### config.mk
export PLATFORM = sky130hd
export DESIGN_NAME = alu_decoder
export DESIGN_NICKNAME = d
export VERILOG_FILES = /design/src/rtl/alu_decoder.sv
export SDC_FILE = /design/constraint.sdc
export NUM_CORES = 1
export LEC_CHECK = 0
export CAP_MARGIN = 20
export CORE_MARGIN = 5
export CORE_UTILIZATION = 26
export CTS_CLUSTER_SIZE = 24
export DETAILED_ROUTE_END_ITERATION = 16
export GPL_TIMING_DRIVEN = 1
export HOLD_SLACK_MARGIN = 0.03
export PLACE_DENSITY_LB_ADDON = 0.15
export SETUP_SLACK_MARGIN = 0.4
export SYNTH_ARGS = -nofsm -noshare
export SYNTH_HDL_FRONTEND = slang
export SYNTH_SLANG_ARGS = --single-unit
### constraint.sdc
create_clock -name clk -period 1.9 [get_ports clk]
set_input_delay 0.19 -clock clk [delete_from_list [all_inputs] [get_ports clk]]
set_output_delay 0.19 -clock clk [all_outputs]
set_load 0.02 [all_outputs]
### src/rtl/alu_decoder.sv
// RV32I ALU-control decoder.
// Maps opcode/funct3/funct7 to a 4-bit ALU operation and flags illegal field combinations.
// Both results are also available one cycle later through a synchronously reset register.
module alu_decoder (
  input  logic       clk,
  input  logic       rst,
  input  logic [6:0] opcode,
  input  logic [2:0] funct3,
  input  logic [6:0] funct7,
  output logic [3:0] alu_control,
  output logic       illegal_op,
  output logic [3:0] alu_control_q,
  output logic       illegal_op_q
);

  // ALU operation encodings
  localparam logic [3:0] AluAdd   = 4'b0000;
  localparam logic [3:0] AluSub   = 4'b0001;
  localparam logic [3:0] AluAnd   = 4'b0010;
  localparam logic [3:0] AluOr    = 4'b0011;
  localparam logic [3:0] AluXor   = 4'b0100;
  localparam logic [3:0] AluSlt   = 4'b0101;
  localparam logic [3:0] AluSltu  = 4'b0110;
  localparam logic [3:0] AluSll   = 4'b0111;
  localparam logic [3:0] AluSrl   = 4'b1000;
  localparam logic [3:0] AluSra   = 4'b1001;
  localparam logic [3:0] AluLui   = 4'b1010;
  localparam logic [3:0] AluAuipc = 4'b1011;

  // RV32I major opcodes
  localparam logic [6:0] OpcLoad    = 7'b0000011;
  localparam logic [6:0] OpcOpImm   = 7'b0010011;
  localparam logic [6:0] OpcAuipc   = 7'b0010111;
  localparam logic [6:0] OpcStore   = 7'b0100011;
  localparam logic [6:0] OpcOp      = 7'b0110011;
  localparam logic [6:0] OpcLui     = 7'b0110111;
  localparam logic [6:0] OpcBranch  = 7'b1100011;
  localparam logic [6:0] OpcJal     = 7'b1101111;
  localparam logic [6:0] OpcJalr    = 7'b1100111;
  localparam logic [6:0] OpcMiscMem = 7'b0001111;
  localparam logic [6:0] OpcSystem  = 7'b1110011;

  // funct7 values accepted on R-type and shift-immediate encodings
  localparam logic [6:0] F7Base = 7'b0000000;
  localparam logic [6:0] F7Alt  = 7'b0100000;

  // Shared register/immediate arithmetic table; alt selects SUB/SRA variants.
  function automatic logic [3:0] arith_op(input logic [2:0] f3, input logic alt);
    logic [3:0] op;
    op = AluAdd;
    unique case (f3)
      3'b000:  op = alt ? AluSub : AluAdd;
      3'b001:  op = AluSll;
      3'b010:  op = AluSlt;
      3'b011:  op = AluSltu;
      3'b100:  op = AluXor;
      3'b101:  op = alt ? AluSra : AluSrl;
      3'b110:  op = AluOr;
      3'b111:  op = AluAnd;
      default: op = AluAdd;
    endcase
    return op;
  endfunction

  logic f7_is_base;
  logic f7_is_alt;

  assign f7_is_base = (funct7 == F7Base);
  assign f7_is_alt  = (funct7 == F7Alt);

  // ALU operation decode; only funct7[5] steers the result.
  always_comb begin
    alu_control = AluAdd;
    case (opcode)
      OpcOp:     alu_control = arith_op(funct3, funct7[5]);
      // ADDI has no SUB form, so bit 5 only matters for the right shifts.
      OpcOpImm:  alu_control = arith_op(funct3, funct7[5] & (funct3 == 3'b101));
      OpcLoad,
      OpcStore,
      OpcJal,
      OpcJalr:   alu_control = AluAdd;
      OpcBranch: alu_control = AluSub;
      OpcLui:    alu_control = AluLui;
      OpcAuipc:  alu_control = AluAuipc;
      default:   alu_control = AluAdd;
    endcase
  end

  // Illegal-encoding detection; independent of the ALU decode above.
  always_comb begin
    illegal_op = 1'b0;
    case (opcode)
      OpcOp: begin
        if (!f7_is_base && !f7_is_alt) begin
          illegal_op = 1'b1;
        end else if (f7_is_alt && (funct3 != 3'b000) && (funct3 != 3'b101)) begin
          illegal_op = 1'b1;
        end
      end
      OpcOpImm: begin
        if ((funct3 == 3'b001) && !f7_is_base) begin
          illegal_op = 1'b1;
        end else if ((funct3 == 3'b101) && !f7_is_base && !f7_is_alt) begin
          illegal_op = 1'b1;
        end
      end
      OpcLoad: begin
        illegal_op = (funct3 == 3'b011) || (funct3 == 3'b110) || (funct3 == 3'b111);
      end
      OpcStore: begin
        illegal_op = (funct3 >= 3'b011);
      end
      OpcBranch: begin
        illegal_op = (funct3 == 3'b010) || (funct3 == 3'b011);
      end
      OpcJalr: begin
        illegal_op = (funct3 != 3'b000);
      end
      OpcAuipc,
      OpcLui,
      OpcJal,
      OpcMiscMem,
      OpcSystem: begin
        illegal_op = 1'b0;
      end
      default: begin
        illegal_op = 1'b1;
      end
    endcase
  end

  // One-cycle registered copy of both decode results; reset forces ADD / legal.
  always_ff @(posedge clk) begin
    if (rst) begin
      alu_control_q <= AluAdd;
      illegal_op_q  <= 1'b0;
    end else begin
      alu_control_q <= alu_control;
      illegal_op_q  <= illegal_op;
    end
  end

endmodule

## Word level (Yosys, flattened, before mapping)

Index checks and enable logic that the tools add are counted.

| word-level totals | value |
|---|---|
| register bits | 5 |
| latch bits | 0 |
| RAM bits | 0 |
| ROM bits | 0 |
| input bits | 19 |
| output and inout port bits | 10 |
| word-level logic and storage cells | 51 |
| memories | 0 |

| cells by class | value |
|---|---|
| add/subtract/negate cells | 0 |
| multipliers | 0 |
| div/mod/pow operators | 0 |
| magnitude comparators | 1 |
| equal/unequal tests | 20 |
| shifts and indexed selects | 0 |
| multiplexer cells | 12 |
| bitwise operators | 1 |
| reduce and logical (&&, ||, !) cells | 15 |

Operators by type and width:

| kind | count |
|---|---|
| one-hot mux 4 bit (8 select lines) | 2 |
| equality test 7 x 6 -> 1 bit (second input constant) | 4 |
| equality test 7 bit (second input constant) | 4 |
| one-hot mux 4 bit (5 select lines) | 1 |
| equality test 7 x 5 -> 1 bit (second input constant) | 2 |
| equality test 3 bit (second input constant) | 4 |
| two-way mux 1 bit | 8 |
| equality test 7 x 2 -> 1 bit (second input constant) | 1 |
| equality test 7 x 4 -> 1 bit (second input constant) | 1 |
| logical NOT 7 bit | 1 |
| one-hot mux 1 bit (7 select lines) | 1 |
| equality test 3 x 2 -> 1 bit (second input constant) | 2 |
| logical AND 1 bit | 6 |
| OR reduction 5 bit | 1 |
| equality test 3 x 1 -> 1 bit (second input constant) | 1 |
| >= comparator 3 x 2 -> 1 bit (second input constant) | 1 |
| logical NOT 3 bit | 1 |
| logical OR 1 bit | 3 |
| != test 3 bit (second input constant) | 1 |
| nonzero test 3 bit | 1 |
| logical NOT 1 bit | 2 |
| AND 1 bit | 1 |

## Longest topological paths before layout

| logic depth | value |
|---|---|
| depth in word-level cells | 7 |
| mapped depth | 5 |

## Worst setup path before layout

Ideal clock, no wire load.

| path | value |
|---|---|
| kind | in2reg |
| start point | in funct3[2] |
| end point | reg alu_control_q[0] |
| arrival time | 1.380 ns |
| data required time | 1.833 ns |
| path slack | 0.453 ns |
| stages on the path | 5 |
| cells stage by stage | buf_4 -> o21ai_0 -> a31oi_1 -> o32ai_1 -> nor2b_1 |

| on the way | value |
|---|---|
| word-level cells in the longest chain between the ends | 5 |
| elaborated cells on any way between the ends | 14 |
| those cells by class | eq/ne (7); mux (5); bitwise (1); reduce/logical (1) |

RTL lines:

| element | RTL line | source |
|---|---|---|
| from (decl) | 8 | `input logic [2:0] funct3,` |
| equality test 3 bit | 51, 77 |  |
| AND 1 bit | 77 | `OpcOpImm: alu_control = arith_op(funct3, funct7[5] & (funct3 == 3'b101));` |
| two-way mux 1 bit | 52, 57 |  |
| one-hot mux 4 bit (8 select lines) | 51 | `unique case (f3)` |
| one-hot mux 4 bit (5 select lines) * | 74 | `case (opcode)` |
| net alu_control[0] | 10 | `output logic [3:0] alu_control,` |
| to (signal assigned) | 135 | `alu_control_q <= AluAdd;` |
| to (signal assigned) | 138 | `alu_control_q <= alu_control;` |
| to (decl) | 12 | `output logic [3:0] alu_control_q,` |

Mark *: on every way through the listed nets, which the timed path passes. The rest lies on a longest branch.
A chain may end at the register's enable or synchronous reset.

## Worst setup path in the final report

| path | value |
|---|---|
| start point | in opcode[3] |
| end point | out illegal_op |

| on the way | value |
|---|---|
| word-level cells in the longest chain between the ends | 3 |
| elaborated cells on any way between the ends | 13 |
| those cells by class | eq/ne (11); mux (1); reduce/logical (1) |

RTL lines:

| element | RTL line | source |
|---|---|---|
| from (decl) | 7 | `input logic [6:0] opcode,` |
| equality test 7 x 5 -> 1 bit, or another cell as far along | 92 | `case (opcode)` |
| OR reduction 5 bit | 92 |  |
| one-hot mux 1 bit (7 select lines) * | 92 |  |
| to (decl) | 11 | `output logic illegal_op,` |

Every way passes the cells marked *; elsewhere a longest branch is shown, timed or not.

==> results.cfg <==
[grt]
maximum_number_of_pins_on_one_net_before_global_route_repair = 10
grt_remaining_overflow = 0
grt_util_all_layers = 0.127
grt_pass1_vias = 667
grt_first_pass_wirelength_um = 2670
grt_antenna_before_repair = 0

[floorplanning]
top_level_ports = 29
core_um2 = 1710
floorplan.initialDensity = 0.272
placementRows = 15
die_area_um2 = 2730
die_width_um = 52.3
floorplan.die.height_um = 52.3

[power_and_ir_drop]
powerDensity_nw_per_um2 = 387
irDropWorstVdd_uv = 169
post-layout-total-power_mw = 0.377
p_leak_nw = 0.416

[worst_setup_path]
timing.critical_path.slowest_cell_delay_ns = 0.24
path_max_fanout = 5
critical_path.cell_chain = clkdlybuf4s15_2, nand3b_1, nor2_2, o21ai_4, o221ai_4, nand3_2, buf_6
critPathKind = in -> out
worst_ep_arrival_time_ns = 1.32
cell_class_contributing_the_biggest_share_of_worst_path_delay = simple AND/OR/NAND/NOR gates
startpoint_type = input pin
timing.critical_path.slowest_stage_cell = sky130_fd_sc_hd__nand3b_1
crit_path_end_kind = primary output
worstPathBufferInverterCount = 2
worst_ep_required_time_ns = 1.71

[final_layout]
area_growth_pct = 110
n_fill_cell = 170
final_nets = 141
post_route_cells_drive_above_1_share = 0.446
fin_area_um2 = 976
antennaDiodeCount = 0
finish.utilization = 0.571

[synth]
postSynthCellCount = 68
synth-seq-cells = 5
synthFlopType = sky130_fd_sc_hd__dfxtp_1
post_synth_most_frequent_cells = 8 x sky130_fd_sc_hd__nor2_1, 7 x sky130_fd_sc_hd__nand2_1, 6 x sky130_fd_sc_hd__nor2b_1, 6 x sky130_fd_sc_hd__o21ai_0
synth-edff-count = 0
post_synth.cell_area_avg_um2 = 6.83
summed_instance_area_of_the_synthesized_netlist_um2 = 464
yosys_warnings = 0
syn_nets = 87
synth_top_cell_area_share = 0.216
netlist_top_cells_area = sky130_fd_sc_hd__dfxtp_1 22%, sky130_fd_sc_hd__nor2b_1 8.1%, sky130_fd_sc_hd__o21ai_0 6.5%
yosysTopAreaCell = sky130_fd_sc_hd__dfxtp_1
ys_types = 28
yosysMostFrequentCell = sky130_fd_sc_hd__nor2_1
synthArstFlopShare = 0
synth_seq_area_share = 0.216

[sta]
slew_viol_final = 0
period_share = 0.795
relSlewSlack = 0.823
layout_min_cycle_time_ns = 1.51
rsz0062_at_grt = yes
fin_worst_hold_slack_ns = 0.446
fmaxAchievable_ghz = 0.662
worst_slew_pin_slew_ns = 0.263
final_hold_viol_count = 0
number_of_endpoints_failing_setup_at_the_final_stage = 0

[routing]
route.antenna.remaining_nets = 0
post_drt_via_cell_ratio = 4.74
detail_route.iter0.violations = 3
route.detailed.drc = 0
post_drt_wl_per_cell_um = 11.4
detailroute.via_count = 692
tritonroute_pass_1_iters = 2
routed_wl_um = 1670

[clocking]
ctsHoldBuffers = 0
htreeDepth = 1
cts_buffer_depth = 2
clk_pin_slew_ns = 0.04
tritoncts = done
cts_root_buffer = sky130_fd_sc_hd__clkbuf_4
cts_bufs_inserted = 3
num_clock_sinks = 5

[placement]
place_hpwl_um = 1270
finalWeightedCongestion = 0.781
dpl_cell_area_um2 = 891
numPortBuffers = 28

[flow_run]
max-cap-violations = 0

[worst_hold_path]
path_type_of_the_worst_min_delay_path = in -> reg

[outcome]
result_of_the_run = finished, final reports clean
==> per-layer routing <==
| metal | up-vias | GRT usage | wire (µm) |
|---|---|---|---|
| met5 | - | 0 | 0 |
| met4 | 0 | 0.0511 | 0 |
| met3 | 0 | 0.0228 | 96 |
| met2 | 23 | 0.220 | 872 |
| met1 | 314 | 0.152 | 695 |
| li1 | 355 | - | - |
==> stage by stage <==
step / std cells / setup TNS (ns) / worst slack [ns]
after floorplan: 68 / 0 / 0.453
after global placement: 136 / -1.42 / -0.404
after detailed placement: 136 / -1.48 / -0.426
after CTS: 144 / 0 / 0.402
after global routing: 146 / 0 / 0.296
final: 146 / 0 / 0.389
==> worst paths after layout <==
kind	start	to	slack (ns)	cells past startpoint
worst max-delay path	opcode[3]	illegal_op	0.39	7
worst min-delay path	funct3[2]	alu_control_q[3]$_SDFF_PP0_	0.45	4
==> cells in the final DEF, fill, tap and decap left out, drive strengths merged <==
cell type,instances
a211oi,2
inv,3
o21ai,7
o32ai,1
xor2,1
nand3,2
or3,1
a211o,1
o211ai,1
nor4b,1
nor4,2
nor2,8
clkdlybuf4s15,3
o21bai,1
dlygate4sd2,6
nor2b,6
and2b,1
o221ai,1
buf,34
clkbuf,6
a31oi,2
nand2,7
a21oi,5
nand3b,2
nor3,4
nand2b,1
dfxtp,5
and3,1
clkdlybuf4s50,6
==> registers in the layout (all words and copies together), names as in the netlist <==
| register | flops |
|---|---|
| alu_control_q | 4 |
| illegal_op_q | 1 |
==> cell families after synthesis <==
family	after synthesis	synth area share
DFF	5	0.216
xor gates and xnor gates	1	0.0189
and+or+nand+nor	36	0.415
buffers and inverters	5	0.0512
AOI/OAI and AO/OA	21	0.299
==> power breakdown <==
part,internal [mW],switching (mW)
Combinational,0.0803,0.0694
Sequential,0.107,0.000395
Clock,0.0792,0.0405
==> cell type report <==
cell class                      instances  area [µm²]  area share
Multi-Input combinational cell         58         413       0.423
Timing Repair Buffer                   51         394       0.404
Sequential cell                         5         100       0.103
Tap cell                               25        31.3      0.0321
Clock buffer                            4        26.3      0.0269
Inverter                                3        11.3      0.0115
==> timing repair <==
| item | in CTS | in global routing |
|---|---|---|
| endpoints found under the setup margin | 5 | 5 |
| pin swaps | 19 | 12 |
| endpoints found under the hold margin | 0 | 0 |
| gates resized for setup | 72 | 14 |
| setup buffers | 4 | 2 |
No activity file was read; power rests on OpenSTA's default activity.
